<file path="src/rtl/vram_arbiter.sv">
// vram_arbiter: shares one single-port video RAM between the Z80 bus
// and the video fetcher; video has priority, CPU is bounded by a starve limit.
module vram_arbiter #(
  parameter int ADDR_W     = 13,
  parameter int STARVE_MAX = 4
) (
  input  logic              clk,
  input  logic              reset,
  input  logic              cs,
  input  logic              mreq_n,
  input  logic              rd_n,
  input  logic              wr_n,
  input  logic [ADDR_W-1:0] cpu_addr,
  input  logic [7:0]        cpu_din,
  output logic [7:0]        cpu_dout,
  output logic              cpu_oe,
  output logic              wait_n,
  input  logic              vid_req,
  input  logic [ADDR_W-1:0] vid_addr,
  output logic [7:0]        vid_data,
  output logic              vid_ack,
  output logic              ram_ce,
  output logic              ram_we,
  output logic [ADDR_W-1:0] ram_ad,
  output logic [7:0]        ram_din,
  input  logic [7:0]        ram_dout
);

  localparam int SW = $clog2(STARVE_MAX + 1);

  typedef enum logic [2:0] {
    IDLE, VRD, VCAP, CRD, CCAP, CWR
  } state_t;

  state_t        state, state_d;
  logic [SW-1:0] starve_cnt;
  logic          cpu_done;
  logic          cpu_req, cpu_busy, cpu_pend;
  logic          vid_gnt, crd_gnt, cwr_gnt;

  assign cpu_req  = cs & ~mreq_n & (~rd_n | ~wr_n);
  assign cpu_busy = (state == CRD) | (state == CCAP)
                  | (state == CWR);
  assign cpu_pend = cpu_req & ~cpu_done & ~cpu_busy;
  assign wait_n   = ~(cpu_req & ~cpu_done);
  assign cpu_oe   = cs & ~rd_n & ~mreq_n & cpu_done;

  always_comb begin
    state_d = state;
    vid_gnt = 1'b0;
    crd_gnt = 1'b0;
    cwr_gnt = 1'b0;
    unique case (state)
      IDLE: begin
        if (cpu_pend &&
            (starve_cnt >= SW'(STARVE_MAX) || !vid_req)) begin
          crd_gnt = wr_n;
          cwr_gnt = ~wr_n;
          state_d = wr_n ? CRD : CWR;
        end else if (vid_req) begin
          vid_gnt = 1'b1;
          state_d = VRD;
        end
      end
      VRD:     state_d = VCAP;
      VCAP:    state_d = IDLE;
      CRD:     state_d = CCAP;
      CCAP:    state_d = IDLE;
      CWR:     state_d = IDLE;
      default: state_d = IDLE;
    endcase
  end

  always_ff @(posedge clk) begin
    if (reset) begin
      state      <= IDLE;
      starve_cnt <= '0;
      cpu_done   <= 1'b0;
      vid_ack    <= 1'b0;
      ram_ce     <= 1'b0;
      ram_we     <= 1'b0;
      cpu_dout   <= '0;
      vid_data   <= '0;
      ram_ad     <= '0;
      ram_din    <= '0;
    end else begin
      state  <= state_d;
      // RAM strobes are registered: they go high in the state after grant
      ram_ce <= vid_gnt | crd_gnt | cwr_gnt;
      ram_we <= cwr_gnt;
      if (vid_gnt)
        ram_ad <= vid_addr;
      if (crd_gnt | cwr_gnt)
        ram_ad <= cpu_addr;
      if (cwr_gnt)
        ram_din <= cpu_din;

      if (crd_gnt | cwr_gnt)
        starve_cnt <= '0;
      else if (vid_gnt && cpu_pend &&
               starve_cnt < SW'(STARVE_MAX))
        starve_cnt <= starve_cnt + SW'(1);

      vid_ack <= (state == VCAP);
      if (state == VCAP)
        vid_data <= ram_dout;
      if (state == CCAP)
        cpu_dout <= ram_dout;

      // a dropped strobe mid-access leaves done clear
      if (!cpu_req)
        cpu_done <= 1'b0;
      else if (state == CCAP || state == CWR)
        cpu_done <= 1'b1;
    end
  end

endmodule

</file>
<file path="config.mk">
export PLATFORM = sky130hd
export DESIGN_NAME = vram_arbiter
export DESIGN_NICKNAME = d
export VERILOG_FILES = /design/src/rtl/vram_arbiter.sv
export SDC_FILE = /design/constraint.sdc
export NUM_CORES = 1
export LEC_CHECK = 0
export ABC_AREA = 1
export CAP_MARGIN = 40
export CORE_UTILIZATION = 38
export DETAILED_ROUTE_END_ITERATION = 10
export GPL_ROUTABILITY_DRIVEN = 0
export PLACE_DENSITY = 0.81
export SETUP_SLACK_MARGIN = 0.3
export SYNTH_ARGS = -nofsm -noshare
export SYNTH_HDL_FRONTEND = slang
export SYNTH_SLANG_ARGS = --single-unit
</file>
<file path="constraint.sdc">
create_clock -name clk -period 1.35 [get_ports clk]
set_clock_uncertainty 0.05 [all_clocks]
set_input_delay 0.27 -clock clk [delete_from_list [all_inputs] [get_ports clk]]
set_output_delay 0.27 -clock clk [all_outputs]
set_load 0.05 [all_outputs]
</file>
==> results.md, run 1 <==
- Outcome: finished, violations left
- Failing checks: negative setup slack
- Synth top area cells: dfxtp_1, nor2_1, nand2_1
- Clk sinks: 47
- Hold path depth: 4
- Netlist cell types: 25
- Die area: 5950 sq um
- Hold WS: 405 ps
- Max-slew violations: 0
- GR Util All Layers: 28.7%
- Startpoint Class: flop
- PD cells: 920 nW/um^2
- TritonCTS buffer count: 5
- Die Ht: 77.1 um
- Die width: 77.1 um
- Routed Antenna Nets: 0
- H-tree depth: 2
- Worst slew margin: 81.2%
- Crit share post-route: 123%
- Setup crit end kind: flop
- Register-to-register setup slack: -310 ps
- Net Sw Power: 1470 uW
- Layout cell share with drive strength beyond 1: 51.4%
- Total gr overflow: 0
- Drt drc: 0
- Crit path capture: ram_din[4]
- Hold Path Class: in -> reg
- Initial antenna violation count: 0
- Setup ws final: -310 ps
- DP Wirelength: 4.61 mm
- Clk buf depth: 2
- # setup viols final: 46
- R2R depth: 10
- Drt wl/cell: 19.4 um
- Synth warnings: 0
- Dpl cell area: 3720 sq um
- CP startpoint: state[1]
- CP Class: reg -> reg
- Tmin final: 1660 ps
- Initial Util: 40.7%
- CP required: 1510 ps
- First-pass GRT wire length: 13.3 mm
- Max-cap viol count: 0
- Int Pwr: 2710 uW
- Crit Reg-Reg Startpoint: state[1]
- Core area: 5270 sq um
- Via count: 2927
- Synth Register Bits: 47
- Crit-path cells: inv_2 > nand2_2 > nand2_2 > nor2_4 > buf_4 > nand3_4 > nor2_4 > nand3_1 > nand2_1 > nor2_1
- Worst skew pair latency: 310 ps
- CP max stage cell: dfxtp_4
- F_max: 0.602 GHz
- Vias per cell: 5.47
- Worst R2R End: ram_din[4]
- DR iter-0 viols: 238
- Area grow syn2layout: 112%
- Final hold vios: 0
- # diodes: 0
- Clock-pin transition on the worst setup and hold timing paths: 90 ps
- Post-synthesis sequential area ratio: 43.9%
- I/O Buffers: 90
- Arrival @ worst endpoint: 1820 ps
- Vias in the first global route: 2809
- Flop pwr share: 37.9%
- Cell area after synthesis: 2140 sq um
- IO Count: 91
- RSZ-0062 raised after global routing: true
- CP max stage delay: 380 ps
- Row Count: 26
- Leading area contributor after synthesis: dfxtp_1
- First-pass DRT Iterations: 5
- Cell count after synthesis: 322
- VDD IR-drop max: 0.000732 V
- Yosys top cell area share: 43.9%
- Static leakage: 0.00201 uW
- FILL cells: 243
- Critical path peak fanout: 5
- DRT Wirelength: 10.4 mm
- Clk root buf: clkbuf_8
- CTS tree: built
- Syn_area_per_cell: 6.66 sq um
- Largest net degree at the start of global routing: 19
- Clk pwr share: 22.7%
- Fin area: 4550 sq um
- Mapped Nets: 372
- Nets: 514
- Slew @ Worst Pin: 281 ps
- Combinational Power Share: 39.4%
- Switching part of the total: 35.2%
[power groups by stage]
| stage | Clock (uW) | Sequential [uW] | Combinational [uW] |
|---|---|---|---|
| 3_5_place_dp | 0 | 1600 | 1230 |
| 5_1_grt | 1030 | 1590 | 1700 |
| 6_report | 950 | 1590 | 1650 |
| 2_1_floorplan | 0 | 1830 | 356 |
| 3_3_place_gp | 0 | 1590 | 1210 |
| 4_1_cts | 939 | 1580 | 1400 |
[what timing repair did]
item	CTS	global route
pin swaps	18	42
setup buffers	16	11
endpoints found under the setup margin	88	88
gates resized for setup	89	95
hold buffers	0	0
gates cloned	5	1
[worst max-delay path: cells and delay by family (launching register included)]
family,cells,cell delay (ps)
buffers and inverters,2,190
flip-flops,1,380
AND/OR/NAND/NOR,8,940
[area by class of cell]
class	count	area, sq um	share of cell area, %
Inverter	47	193	4.24
Clock buffer	8	100	2.20
Sequential cell	47	1010	22.3
Timing Repair Buffer	141	1800	39.6
Tap cell	70	87.6	1.93
Timing Repair inverter	3	17.5	0.385
Multi-Input combinational cell	219	1340	29.4
[placed cells by master (no fill, tap or decap), types with 2 or more instances in the layout]
cell type / count
nand2_4: 6
dfxtp_1: 3
nor2_2: 19
nand2_8: 4
nand3_2: 6
inv_2: 6
o21ai_1: 4
a21oi_2: 2
buf_6: 10
dfxtp_4: 7
nor2_4: 14
inv_1: 38
nand2_1: 52
nand3_1: 19
o21ai_2: 11
dfxtp_2: 37
inv_4: 2
nand2_2: 13
clkbuf_2: 3
buf_4: 35
nor3_4: 2
clkdlybuf4s50_1: 44
buf_12: 46
nor2_1: 58
nand3_4: 2
clkbuf_8: 7
[state kept, by name, summed over array words and instances, names as in the netlist]
name / flops
ram_ce: 1
vid_data: 8
cpu_done: 1
ram_din: 8
starve_cnt: 3
state: 3
ram_ad: 13
cpu_dout: 8
ram_we: 1
vid_ack: 1
[kinds of logic (layout without fill, tap and decap cells)]
family	Yosys count	count (layout)	share of synthesized area, %
AO/OA/AOI/OAI	21	21	5.48
buffers and inverters	58	199	10.9
flip-flops	47	47	43.9
adder cells (fa/ha/maj)	1	1	0.583
AND/OR/NAND/NOR	194	196	38.7
XOR/XNOR	1	1	0.408
[Yosys cell counts, drive strengths merged]
master,instances
nor2,90
nand2,74
dfxtp,47
inv,46
nand3,27
o21ai,16
buf,6
clkbuf,5
a21oi,4
nor3,2
a31oi,1
clkinv,1
ha,1
nand4,1
xor2,1
[per-stage QoR]
step	instances	TNS (ps)	utilization (%)	setup slack, ps	power [uW]
finish	535	-7150	86.3	-310	4180
global route	535	-9700	86.3	-373	4330
CTS	523	-2640	79.6	-154	3920
detailed placement	494	-13020	70.6	-500	2820
global placement	494	-11530	70.6	-426	2800
floorplan	322	-125	-	-12.5	2180
[worst min path at each step]
stage,endpoint,from,slack (ps)
4_1_cts,starve_cnt[1],starve_cnt[1],440
6_report,state[1],wr_n,410
3_3_place_gp,starve_cnt[1],starve_cnt[1],400
3_5_place_dp,starve_cnt[2],starve_cnt[2],430
5_1_grt,ram_we,wr_n,410
2_1_floorplan,cpu_dout[0],ram_dout[0],350
[layer usage]
| metal | global-route usage [%] | up-vias | wire length (um) |
|---|---|---|---|
| li1 | - | 1262 | - |
| met1 | 30.5 | 1376 | 3740 |
| met2 | 51.8 | 224 | 5150 |
| met3 | 8.45 | 65 | 934 |
| met4 | 12.6 | 0 | 550 |
| met5 | 0 | - | 0 |
(Power assumes the default switching activity.)
==> run 2, diff against run 1 <==
Clock period 1.35 ns to 1.5 ns, I/O delays scaled along.
==> run 2 against run 1 <==
Net effect: the flow still finishes with violations (negative setup slack); fmax fell by 3.1%; die area did not move; power fell by 10%; utilization fell by 2.2 points; first-iteration DRC count fell by 27%; clock power rose by 2.3%; sequential power fell by 10%; combinational power fell by 18%; cell count fell by 2.6%; wire length fell by 17%; register-to-register slack improved by 96 ps; largest power group is now sequential cells.
==> results.md, run 2 (synthesis results as in run 1) <==
- Outcome: finished, violations left
- Failing checks: negative setup slack
- Worst path buffer plus inverter count: 2
- TritonCTS buffer count: 5
- Initial Util: 40.7%
- Die width: 77.1 um
- F_max: 0.583 GHz
- Dpl cell area: 3710 sq um
- Clk sinks: 47
- Core area: 5270 sq um
- CTS tree: built
- FILL cells: 255
- Die area: 5950 sq um
- Critical path peak fanout: 7
- Startpoint Class: flop
- Drt wl/cell: 16.6 um
- First-pass DRT Iterations: 4
- Hold Path Class: in -> reg
- Clk root buf: clkbuf_8
- H-tree depth: 2
- # diodes: 0
- Nets: 500
- Drt drc: 0
- Worst skew pair latency: 310 ps
- Routed Antenna Nets: 0
- Largest net degree at the start of global routing: 18
- Slew @ Worst Pin: 300 ps
- Final hold vios: 0
- Via count: 2627
- I/O Buffers: 90
- Clk buf depth: 2
- Max-slew violations: 0
- Hold WS: 398 ps
- Fin area: 4430 sq um
- Crit share post-route: 114%
- First-pass GRT wire length: 10.5 mm
- Setup crit end kind: flop
- Hold Buf Count CTS: 0
- Initial antenna violation count: 0
- Most frequent cells in the layout: nor2_1, nand2_1, buf_12
- VDD IR-drop max: 0.000618 V
- # setup viols final: 33
- Area grow syn2layout: 107%
- Sequential cell area: 1010 sq um
- Largest register FFs: 13
- Max-cap viol count: 0
- CP max stage delay: 390 ps
- Overall power: 3750 uW
- Tmin final: 1710 ps
- Row Count: 26
- RSZ-0062 raised after global routing: true
- CP Class: reg -> reg
- Arrival @ worst endpoint: 1870 ps
- DP Wirelength: 4.48 mm
- Setup ws final: -214 ps
- Commonest non-fill, non-tap cell in the layout: nor2_1
- DRT Wirelength: 8.63 mm
- CP top delay family: simple AND/OR/NAND/NOR gates
- DR iter-0 viols: 173
- Vias in the first global route: 2377
- IO Count: 91
- Die Ht: 77.1 um
- Crit-path cells: inv_2 > nand2_2 > nand2_2 > nor2_4 > nand2_4 > a21oi_4 > buf_6 > nand2_1 > nor2_1 > nor2_1
- Most flop-heavy register: ram_ad
- CP required: 1650 ps
- GR Util All Layers: 21.9%
- PD cells: 847 nW/um^2
- Clock-pin transition on the worst setup and hold timing paths: 100 ps
- Worst slew margin: 79.9%
- Vias per cell: 5.04
- Static leakage: 0.00196 uW
- CP max stage cell: dfxtp_2
- Area of the multi-input gates: 1290 sq um
- Layout cell share with drive strength beyond 1: 48.8%
- Total gr overflow: 0
[run 2: changes by cell type in the layout (fill, tap and decap cells not counted), moves of 3 or more]
cell / delta
buf_4: -13
o21ai_0: +5
buf_6: +4
dfxtp_1: +4
dfxtp_2: -4
o21ai_2: -4
nand2_8: -3
[run 2: routing by layer]
| layer | up-vias | GRT usage (%) | wire length [um] |
|---|---|---|---|
| li1 | 1234 | - | - |
| met1 | 1243 | 24.3 | 3230 |
| met2 | 126 | 39.0 | 4550 |
| met3 | 24 | 6.07 | 572 |
| met4 | 0 | 8.87 | 275 |
| met5 | - | 0 | 0 |
[run 2: through the flow]
stage | std cells | worst slack [ps] | setup TNS (ps) | utilization (%)
global route | 521 | -259 | -4480 | 84.1
floorplan | 322 | 137 | 0 | -
global placement | 491 | -257 | -5950 | 70.3
finish | 521 | -214 | -2900 | 84.1
detailed placement | 491 | -332 | -6850 | 70.3
CTS | 506 | 22.7 | 0 | 75.4
[run 2: worst min-delay path, stage by stage]
cell and delay [ps]:
clkbuf_2 90, inv_2 40, nand3_2 50, inv_2 40, buf_6 120, nand2_1 50, nor2_1 40
[run 2: power breakdown]
group | switching [uW] | leakage [uW] | internal [uW]
Sequential | 97.0 | 0.000403 | 1330
Clock | 470 | 0.0000548 | 503
Combinational | 708 | 0.00151 | 641
Total | 1270 | 0.00196 | 2480
[run 2: path summary, 6_finish.rpt]
kind	from	to	slack (ps)	depth (start not counted)
min reg2reg	starve_cnt[1]	starve_cnt[1]	460	2
max	state[1]	ram_ad[10]	-210	10
max reg2reg	state[1]	ram_ad[10]	-210	10
min	mreq_n	cpu_done	400	7
[run 2: repair_timing]
action,4_1_cts,5_1_grt
buffers inserted,6,13
resized for setup,45,131
endpoints found under the setup margin,46,69
cloned,1,2
pin swaps,17,30
[run 2: area by class of cell]
class / instances / share of cell area (%)
timing repair inverter: 2 / 0.395
multi-input combinational: 218 / 29.1
sequential: 47 / 22.7
tap: 70 / 1.98
clock buffer: 5 / 1.55
clock inverter: 3 / 1.04
timing repair buffer: 129 / 38.7
inverter: 47 / 4.54
==> run 3, diff against run 2 <==
Settings changed: CTS_CLUSTER_SIZE from default to 24.
==> results of run 3 <==
No change in the layout: final DEF, timing and power equal those of run 2.
